## src/rtl/uart_rx.sv

```systemverilog
// UART receiver: oversampled rxd deserializer with parity/stop checking and a one-entry output register.
// Define UART_RX_MAJORITY_EN for 2-of-3 majority sampling around each mid-bit point.
module uart_rx #(
   parameter int unsigned OVERSAMPLE  = 16,
   parameter int unsigned SYNC_STAGES = 2
) (
   input  logic       clock,
   input  logic       reset,
   input  logic       rx_en,
   input  logic [1:0] parity_type,
   input  logic       nstop,
   input  logic       rxd,
   output logic [7:0] data_out,
   output logic       data_valid,
   input  logic       rd_en,
   output logic       parity_error,
   output logic       frame_error,
   output logic       overrun,
   output logic       rx_busy
);

   localparam int unsigned TW = $clog2(OVERSAMPLE);
`ifdef UART_RX_MAJORITY_EN
   localparam logic [TW-1:0] START_TICK = TW'(OVERSAMPLE / 2);
`else
   localparam logic [TW-1:0] START_TICK = TW'(OVERSAMPLE / 2 - 1);
`endif
   localparam logic [TW-1:0] BIT_TICK = TW'(OVERSAMPLE - 1);

   typedef enum logic [2:0] {
      IDLE, START, DATA, PARITY, STOP1, STOP2
   } state_t;

   state_t state, state_next;

   logic [SYNC_STAGES-1:0] sync_q;
   logic                   rxd_s;
   logic                   bit_val;
   logic [TW-1:0]          tick;
   logic [2:0]             bit_cnt;
   logic [7:0]             shreg;
   logic [1:0]             cfg_par;
   logic                   cfg_nstop;
   logic                   par_err_q;
   logic                   ferr_q;
   logic                   tick_clr;
   logic                   shift_en;
   logic                   par_chk;
   logic                   stop_chk;
   logic                   complete;

   always_ff @(posedge clock or negedge reset) begin
      if (!reset) sync_q <= '1;
      else        sync_q <= {sync_q[SYNC_STAGES-2:0], rxd};
   end

   assign rxd_s = sync_q[SYNC_STAGES-1];

`ifdef UART_RX_MAJORITY_EN
   // hist[1] is rxd_s at mid-1, hist[0] at mid, rxd_s itself at mid+1.
   logic [1:0] hist;

   always_ff @(posedge clock or negedge reset) begin
      if (!reset) hist <= '1;
      else        hist <= {hist[0], rxd_s};
   end

   assign bit_val = (hist[1] & hist[0]) | (hist[1] & rxd_s) | (hist[0] & rxd_s);
`else
   assign bit_val = rxd_s;
`endif

   always_ff @(posedge clock or negedge reset) begin
      if (!reset) state <= IDLE;
      else        state <= state_next;
   end

   always_comb begin
      state_next = state;
      tick_clr   = 1'b0;
      shift_en   = 1'b0;
      par_chk    = 1'b0;
      stop_chk   = 1'b0;
      complete   = 1'b0;
      case (state)
         IDLE: begin
            tick_clr = 1'b1;
            if (rx_en && !rxd_s) state_next = START;
         end
         START: begin
            if (tick == START_TICK) begin
               tick_clr   = 1'b1;
               state_next = bit_val ? IDLE : DATA;
            end
         end
         DATA: begin
            if (tick == BIT_TICK) begin
               shift_en = 1'b1;
               if (bit_cnt == 3'd7) state_next = cfg_par[1] ? PARITY : STOP1;
            end
         end
         PARITY: begin
            if (tick == BIT_TICK) begin
               par_chk    = 1'b1;
               state_next = STOP1;
            end
         end
         STOP1: begin
            if (tick == BIT_TICK) begin
               stop_chk = 1'b1;
               if (cfg_nstop) begin
                  state_next = STOP2;
               end else begin
                  complete   = 1'b1;
                  state_next = IDLE;
               end
            end
         end
         STOP2: begin
            if (tick == BIT_TICK) begin
               stop_chk   = 1'b1;
               complete   = 1'b1;
               state_next = IDLE;
            end
         end
         default: state_next = IDLE;
      endcase
   end

   assign rx_busy = (state != IDLE);

   // Tick wraps every OVERSAMPLE cycles once past Start, keeping samples mid-bit.
   always_ff @(posedge clock or negedge reset) begin
      if (!reset)                tick <= '0;
      else if (tick_clr)         tick <= '0;
      else if (tick == BIT_TICK) tick <= '0;
      else                       tick <= tick + 1'b1;
   end

   always_ff @(posedge clock or negedge reset) begin
      if (!reset) begin
         bit_cnt   <= '0;
         shreg     <= '0;
         cfg_par   <= '0;
         cfg_nstop <= 1'b0;
         par_err_q <= 1'b0;
         ferr_q    <= 1'b0;
      end else if (state == IDLE) begin
         bit_cnt   <= '0;
         cfg_par   <= parity_type;
         cfg_nstop <= nstop;
         par_err_q <= 1'b0;
         ferr_q    <= 1'b0;
      end else begin
         if (shift_en) begin
            shreg   <= {bit_val, shreg[7:1]};
            bit_cnt <= bit_cnt + 3'd1;
         end
         if (par_chk)  par_err_q <= bit_val ^ (^shreg) ^ cfg_par[0];
         if (stop_chk) ferr_q    <= ferr_q | ~bit_val;
      end
   end

   // Before a completion overrun implies data_valid, so data_valid & ~rd_en covers every case.
   always_ff @(posedge clock or negedge reset) begin
      if (!reset) begin
         data_out     <= '0;
         data_valid   <= 1'b0;
         parity_error <= 1'b0;
         frame_error  <= 1'b0;
         overrun      <= 1'b0;
      end else if (complete) begin
         data_out     <= shreg;
         parity_error <= par_err_q;
         frame_error  <= ferr_q | ~bit_val;
         data_valid   <= 1'b1;
         overrun      <= data_valid & ~rd_en;
      end else if (rd_en && data_valid) begin
         data_valid <= 1'b0;
         overrun    <= 1'b0;
      end
   end

endmodule

```

## config.mk

```make
export PLATFORM = sky130hd
export DESIGN_NAME = uart_rx
export DESIGN_NICKNAME = d
export VERILOG_FILES = /design/src/rtl/uart_rx.sv
export SDC_FILE = /design/constraint.sdc
export NUM_CORES = 1
export LEC_CHECK = 0
export CORE_ASPECT_RATIO = 1.5
export CORE_MARGIN = 2
export CORE_UTILIZATION = 29
export DETAILED_ROUTE_END_ITERATION = 6
export PLACE_DENSITY_LB_ADDON = 0.12
export SYNTH_ARGS = -nofsm -noshare
export SYNTH_HDL_FRONTEND = slang
export SYNTH_SLANG_ARGS = --single-unit
```

## constraint.sdc

```tcl
create_clock -name clock -period 2.8 [get_ports clock]
set_input_delay 0.42 -clock clock [delete_from_list [all_inputs] [get_ports clock]]
set_output_delay 0.42 -clock clock [all_outputs]
set_load 0.005 [all_outputs]
```

; Word-level counts from Yosys, hierarchy flattened
; Cells that the tools add are included.
[word_totals]
register_bits = 37
elab_cells = 82
[op_classes]
addsub = 2
eq_ne = 15
n_mux = 31
n_bitwise = 7
n_reduce_logical = 13
[ops]
columns = operator, count
row1 = 3-bit 2-to-1 mux, 11
row2 = 3-bit one-hot mux with 6 select lines, 1
row3 = 1-bit 2-to-1 mux, 14
row4 = "2-bit != test, second input constant", 7
row5 = "3-bit == test, second input constant", 3
row6 = 4-bit 2-to-1 mux, 2
row7 = 2-bit nonzero test, 4
row8 = 8-bit parity, 1
row9 = 7-bit AND reduction, 1
row10 = "3-bit by 2-bit == test with 1-bit output, second input constant", 2
row11 = "4-bit by 1-bit adder with 4-bit output, second input constant", 1
row12 = "4-bit by 3-bit == test with 1-bit output, second input constant", 1
row13 = "4-bit == test, second input constant", 1
row14 = 1-bit one-hot mux with 2 select lines, 2
row15 = "3-bit by 1-bit adder with 3-bit output, second input constant", 1
row16 = "3-bit by 1-bit == test with 1-bit output, second input constant", 1
row17 = 3-bit zero test, 1
row18 = 1-bit NOT, 3
row19 = 3-bit nonzero test, 1
row20 = 1-bit logical AND, 2
row21 = 2-bit 2-to-1 mux, 1
row22 = 2-bit AND reduction, 1
row23 = 2-bit OR reduction, 1
row24 = 1-bit XOR, 2
row25 = 3 further kinds, 3

; Depth between registers and ports, before layout
; Gate-level depths: netlist (run 1).
[logic_depth]
ltp_word = 5
ltp_mapped = 6
mapped_depth_nobuf = 6

; Worst setup path after synthesis (run 1)
; OpenSTA, ideal clock, no wires.
[synth_timing]
path_kind = register to register
start = reg tick[0]
end = reg data_out[3]
setup_time_ps = 125
arrival_time_ps = 1561
setup_slack_ps = 1114
stages_incl_launch_ff = 6
path_buffers = 1
period_less_slack_ps = 1686
path_cell_list = dfrtp_1 ha_1 nand3_4 a211oi_4 buf_6 mux2_2
[synth_via]
elab_chain_cells = 3
elab_cells_between_ends = 4
cone_classes = 1 x eq/ne / 3 x mux
[synth_rtl]
columns = element, line_no
row1 = start: declaration, 39  ; logic [TW-1:0] tick;
row2 = start signal: assignment, 137  ; else tick <= tick + 1'b1;
row3 = 4-bit == test (*), "109, 120"
row4 = 1-bit 2-to-1 mux (on tied branches), "120, 109"
row5 = 1-bit one-hot mux with 2 select lines (*), 85  ; case (state)
row6 = end signal: assignment, 173  ; data_out <= shreg;
row7 = end: declaration, 13  ; output logic [7:0] data_out,
; Every way passes the cells marked *; elsewhere a longest branch is shown, timed or not.
; A chain may end at the register's enable or synchronous reset.

; Final worst setup path (run 1)
[layout_timing]
start = reg state[1]
end = out rx_busy
[layout_via]
elab_chain_cells = 1
[layout_rtl]
columns = element, line_no
row1 = start: declaration, 34  ; state_t state, state_next;
row2 = start signal: assignment, 75  ; else state <= state_next;
row3 = 3-bit nonzero test, 130  ; assign rx_busy = (state != IDLE);
row4 = end: declaration, 19  ; output logic rx_busy
; Every way passes these cells.

==> impl_metrics.csv, run 1 <==
group,metric,value,unit
timing,finalHoldViolations,0,
timing,period_minus_slack,2.189,ns
timing,fmax,456.9,MHz
timing,rsz0062_at_grt,"no",
yosys,synth.cell_area,1690,µm²
yosys,ys_ff_latch,37,
floorplan,fp-row-count,34,
pwr,p_comb_share,21.9,%
yosys,ys.warnings.count,0,
finish,syn_to_final_growth,20.73,%
pwr,switching_power,0.4341,mW
pwr,ir_drop,0.0003201,V
clock_network,h-tree-depth,2,
timing,report.final.setup_viol,0,
worst_setup_path,worst_setup_path_end_kind,"output pin",
pwr,p_seq_share,51.1,%
yosys,syn-num-nets,148,
worst_setup_path,crit_fanout,14,
yosys,synth_ff_type,"dfrtp_1",
finish,final_nets,171,
detailed_routing,avgViaCountPerCell,4.712,
worst_setup_path,crit_type,"flip-flop to output pin",
pwr,pwr_density_cell,659.0,nW/µm²
finish,fin_area,2041,µm²
worst_setup_path,max_stage_delay,0.56,ns
clock_network,clk_latency,0.29,ns
floorplan,die_h,97.51,µm
worst_setup_path,cp_slowest_cell,"dfrtp_1",
detailed_routing,drt_iter0_drc,40,
pwr,internal_power,0.9107,mW
pwr,pwr-share-clk,27.0,%
yosys,postSynthCellCount,137,
worst_setup_path,worstPathRequired,2.38,ns
grt,grt_first_pass_wirelength,5.768,mm
clock_network,root_buffer,"clkbuf_8",
placement,gp_congestion,0.7484,
detailed_routing,drc,0,
finish,final_common_cell,"dfrtp_1",
clock_network,cts.path.max_buffers,2,
grt,antenna_found_initial,0,
grt,grt_max_degree,38,
floorplan,dieWidth,66.34,µm
yosys,syn_avg_cell_area,12.34,µm²
timing,relSlewSlack,43.58,%
finish,fillCellCount,599,
finish,layout-drive-gt1-share,22.98,%
timing,fin_skew,0.005452,ns
yosys,synth-edff-count,0,
worst_setup_path,cpLargestDelayFamily,"buffers and inverters",
grt,track_usage,11.92,%
timing,slew_violations,0,
floorplan,core,5700,µm²
yosys,seq_area_frac_synth,54.92,%
placement,placed_area,1954,µm²
detailed_routing,first_pass_iters,4,
floorplan,initial_core_util,29.65,%
worst_setup_path,start_kind,"flip-flop",
clock_network,cts_buffers,5,
finish,n_antenna_cell,0,
timing,setup-tns-final,0,ns
pwr,sw_frac_of_total,32.28,%
clock_network,cts_tree,"done",
worst_setup_path,arrival,1.77,ns
clock_network,cts_hold_buf,0,
grt,grt_overflow,0,
hold_path,hp-class,"input pin to asynchronous set/reset pin",
detailed_routing,ant_nets,0,
clock_network,post_cts_buffers,0,
timing,timing.final.crit_share,78.16,%
detailed_routing,vias,1098,
job,cap_violations,0,
worst_setup_path,path_buf_inv,3,
yosys,yosysUniqueCellTypes,40,
outcome,status,"finished clean",
clock_network,cts_sinks,37,
detailed_routing,detail_route.wl_per_cell,13.97,µm
detailed_routing,drt_wl_total,3.254,mm
clock_network,cts_resized,0,
grt,first_global_vias,1128,
clock_network,clkTransAtPathRegs,0.07,ns
pwr,leakagePower,0.9153,nW
placement,portBuffers,20,
finish,layout_common_cells,"dfrtp_1 (35), clkdlybuf4s50_1 (19), mux2_2 (17)",
worst_setup_path,crit_chain,"nor3_1 -> buf_4 -> inv_1 -> clkdlybuf4s50_1",
floorplan,pin_count,21,
floorplan,die_area,6468,µm²
placement,dpl.hpwl,2.340,mm
yosys,synthArstFlopShare,100.0,%
timing,tightest_slew,0.8463,ns
==> path summary, 6_finish.rpt <==
check                      cells after the start       from  slack [ns]      endpoint
setup / recovery                               4   state[1]        0.61       rx_busy
hold / removal                                 1      reset        0.23     cfg_nstop
setup reg to reg                               4    tick[0]        0.78   data_out[1]
hold reg to reg                                0  sync_q[0]        0.36     sync_q[1]
max in group asynchronous                      1      reset        2.03  parity_error
min in group clock                             0  sync_q[0]        0.36     sync_q[1]
==> state kept, by name (all words and copies together), names as in the netlist, 2 cells and up <==
name      cells
bit_cnt       3
cfg_par       2
data_out      8
shreg         8
state         3
sync_q        2
tick          4
==> Yosys cell counts (2+ instances only) <==
cell type  number  area share, %
clkbuf_1        2           0.44
nor2_1          5            1.1
nand2b_1        2           0.74
nand2_1        10            2.2
ha_1            3            2.2
a21o_2          2            1.0
nor3_1          4            1.2
dfstp_2         2            3.1
o21ai_0         8            2.4
xnor2_1         7            3.6
mux2_2         17             11
inv_1           5            1.1
a31oi_1         2           0.74
a21oi_1         5            1.5
mux2i_1         4            2.4
dfrtp_1        35             52
==> kinds of logic after synthesis <==
kind of cell    count (synthesis)  share of synthesized area (%)
xor+xnor                        9                          5.477
mux                            21                          13.69
buf+inv                        11                          3.257
compound gates                 25                          10.29
flops                          37                          54.92
fa+ha+maj                       3                          2.221
simple gates                   31                          10.14
==> power groups by stage <==
stage	clock [mW]	combinational [mW]	sequential, mW
after floorplan	0	0.250	0.643
after global placement	0	0.287	0.693
after detailed placement	0	0.299	0.696
after CTS	0.381	0.299	0.686
after global routing	0.410	0.328	0.699
final	0.363	0.295	0.687
==> worst reg2reg max path: cells and delay by family, from the launching register on <==
kind | cells | cell delay, ns
simple gates | 1 | 0.14
compound gates | 1 | 0.62
mux | 1 | 0.41
fa+ha+maj | 1 | 0.34
flops | 1 | 0.40
==> layer usage <==
| metal | vias up | GRT usage (%) | wire [µm] |
|---|---|---|---|
| met5 | - | 0 | 0 |
| met4 | 0 | 5.651 | 76 |
| met3 | 5 | 3.360 | 90 |
| met2 | 15 | 19.92 | 1751 |
| met1 | 548 | 13.64 | 1334 |
| li1 | 530 | - | - |
==> area by class of cell <==
cell class | instances | area [µm²] | share of cell area (%)
inverters | 5 | 18.77 | 0.9197
clock buffers | 5 | 68.82 | 3.372
clock inverters | 3 | 17.52 | 0.8584
multi-input cells | 89 | 706.9 | 34.64
repair buffers | 22 | 210.2 | 10.30
well taps | 72 | 90.09 | 4.414
flip-flops and latches | 37 | 928.4 | 45.49
==> metrics by stage <==
stage               hold slack [ns]  worst slack (ns)  std cells  total power [mW]  utilization (%)
CTS                          0.2655            0.5955        233             1.366            35.80
global placement             0.3481            0.8341        225            0.9797            34.28
floorplan                    0.1244             1.114        137            0.8926                -
finish                       0.2301            0.6115        233             1.345            35.80
global route                 0.3017            0.4753        233             1.437            35.80
detailed placement           0.3504            0.7885        225            0.9946            34.28
Note: power is estimated with default switching activity, not from simulation.
==> run 2: changes to the inputs <==
==> constraint.sdc (replaced) <==
create_clock -name clock -period 1.8 [get_ports clock]
set_input_delay 0.27 -clock clock [delete_from_list [all_inputs] [get_ports clock]]
set_output_delay 0.27 -clock clock [all_outputs]
set_load 0.005 [all_outputs]
==> run 2 against run 1 <==
Effect of this change:
- clock-buffer cell count is the same
- register-to-register slack lost 0.71 ns
- total power grew 84%
- clock skew grew 0.0040 ns
- final cell count grew 3.4%
- core utilization grew 2.5 points
- critical path depth grew 1
- via count grew 3.9%
- clock power grew 130%
- largest power group unchanged
==> impl_metrics.csv, run 2 (synthesis results as in run 1) <==
group,metric,value,unit
grt,track_usage,11.75,%
placement,portBuffers,20,
worst_setup_path,start_kind,"flip-flop",
floorplan,die_h,97.51,µm
job,cap_violations,0,
finish,syn_to_final_growth,29.02,%
clock_network,clkTransAtPathRegs,0.08,ns
detailed_routing,drt_wl_total,3.350,mm
clock_network,cts.path.max_buffers,2,
grt,grt_first_pass_wirelength,5.789,mm
floorplan,fp-row-count,34,
grt,antenna_found_initial,0,
placement,dpl.hpwl,2.328,mm
worst_setup_path,crit_fanout,13,
worst_setup_path,cp_slowest_cell,"dfrtp_1",
finish,fillCellCount,587,
pwr,ir_drop,0.0003515,V
worst_setup_path,arrival,1.91,ns
worst_setup_path,cp_num_cells,5,
detailed_routing,vias,1141,
floorplan,pin_count,21,
finish,top_regs,"data_out: 8 flops, shreg: 8 flops, tick: 4 flops",
hold_path,hp-class,"input pin to asynchronous set/reset pin",
worst_setup_path,timing.rr.start,"tick[0]",
finish,regArea,930.9,µm²
timing,relSlewSlack,67.58,%
timing,fin_skew,0.009492,ns
detailed_routing,avgViaCountPerCell,4.734,
floorplan,initial_core_util,29.65,%
worst_setup_path,cpLargestDelayFamily,"flip-flops",
worst_setup_path,reg2reg_to,"data_out[0]",
grt,grt_overflow,0,
outcome,status,"finished clean",
grt,grt_max_degree,38,
worst_setup_path,r2r_slack,0.07,ns
detailed_routing,drt_iter0_drc,48,
clock_network,clk_latency,0.29,ns
timing,tightest_slew,0.4864,ns
floorplan,die_area,6468,µm²
grt,first_global_vias,1222,
pwr,finalPower,2.474,mW
finish,layout-drive-gt1-share,29.59,%
finish,final_common_cell,"dfrtp_1",
floorplan,dieWidth,66.34,µm
detailed_routing,ant_nets,0,
finish,final_nets,179,
clock_network,cts_tree,"done",
worst_setup_path,worstPathRequired,1.97,ns
timing,timing.final.crit_share,96.35,%
detailed_routing,first_pass_iters,4,
pwr,pwr_density_cell,1135,nW/µm²
clock_network,h-tree-depth,2,
worst_setup_path,worst_setup_path_end_kind,"flip-flop",
detailed_routing,drc,0,
floorplan,core,5700,µm²
finish,layout_common_cells,"dfrtp_1 (33), clkdlybuf4s50_1 (19), mux2_2 (17)",
finish,n_antenna_cell,0,
finish,multiInputGateArea,724.4,µm²
worst_setup_path,max_stage_delay,0.41,ns
timing,fmax,576.6,MHz
placement,gp_congestion,0.8102,
worst_setup_path,crit_chain,"ha_2 -> nand3_4 -> a211oi_4 -> buf_12 -> mux2_2",
timing,finalHoldViolations,0,
worst_setup_path,r2r_cells,5,
pwr,leakagePower,0.9811,nW
timing,period_minus_slack,1.734,ns
clock_network,root_buffer,"clkbuf_8",
clock_network,cts_hold_buf,0,
clock_network,cts_sinks,37,
timing,slew_violations,0,
worst_setup_path,cp-startpoint,"tick[0]",
worst_setup_path,crit_type,"flip-flop to flip-flop",
detailed_routing,detail_route.wl_per_cell,13.90,µm
worst_setup_path,path_buf_inv,1,
clock_network,cts_buffers,5,
timing,report.final.setup_viol,0,
timing,setup-tns-final,0,ns
-- run 2: changes by cell type in the layout (fill, tap and decap cells not counted), moves of 2 or more --
cell	change
dfrtp_1	-2
buf_4	+7
dfrtp_2	+2
bufinv_16	+2
-- run 2: area by class of cell --
| type | count | area share, % |
|---|---|---|
| Clock buffer | 5 | 3.155 |
| Multi-Input combinational cell | 89 | 33.22 |
| Timing Repair Buffer | 30 | 12.97 |
| Inverter | 5 | 0.8606 |
| Sequential cell | 37 | 42.69 |
| Tap cell | 72 | 4.131 |
| Clock inverter | 3 | 2.983 |
-- run 2: routing by layer --
| layer | global-route usage, % | part of all wire [%] |
|---|---|---|
| met5 | 0 | 0 |
| met4 | 5.651 | 1.8 |
| met3 | 2.897 | 3.3 |
| met2 | 19.54 | 55 |
| met1 | 13.79 | 40 |
-- run 2: how the worst max path moves through the flow --
stage	slack [ns]	to
after global placement	0.06	data_out[2]
after CTS	0.04	rx_busy
after global routing	-0.01	state[1]
after detailed placement	0.02	data_out[0]
after floorplan	0.11	data_out[3]
final	0.07	data_out[0]
-- run 2: where the power goes --
group          internal, mW  switching [mW]  total, mW
clock                 0.550           0.293      0.844
sequential            0.929           0.124       1.05
combinational         0.295           0.283      0.577
-- run 2: through the flow --
step,cells,util (%),setup slack (ns),hold slack (ns),area [µm²]
finish,241,38.26,0.06569,0.01394,2181
global route,241,38.26,-0.009999,0.05763,2181
CTS,241,38.06,0.03858,0.03996,2170
detailed placement,232,35.43,0.01923,0.3556,2019
global placement,232,35.43,0.05581,0.3472,2019
floorplan,137,-,0.1143,-0.02559,1690
-- run 2: timing repair --
item / in CTS / in global routing
gates resized for setup: 3 / 4
endpoints found under the setup margin: 3 / 3
pin swaps: 0 / 2
buffers inserted: 1 / 0
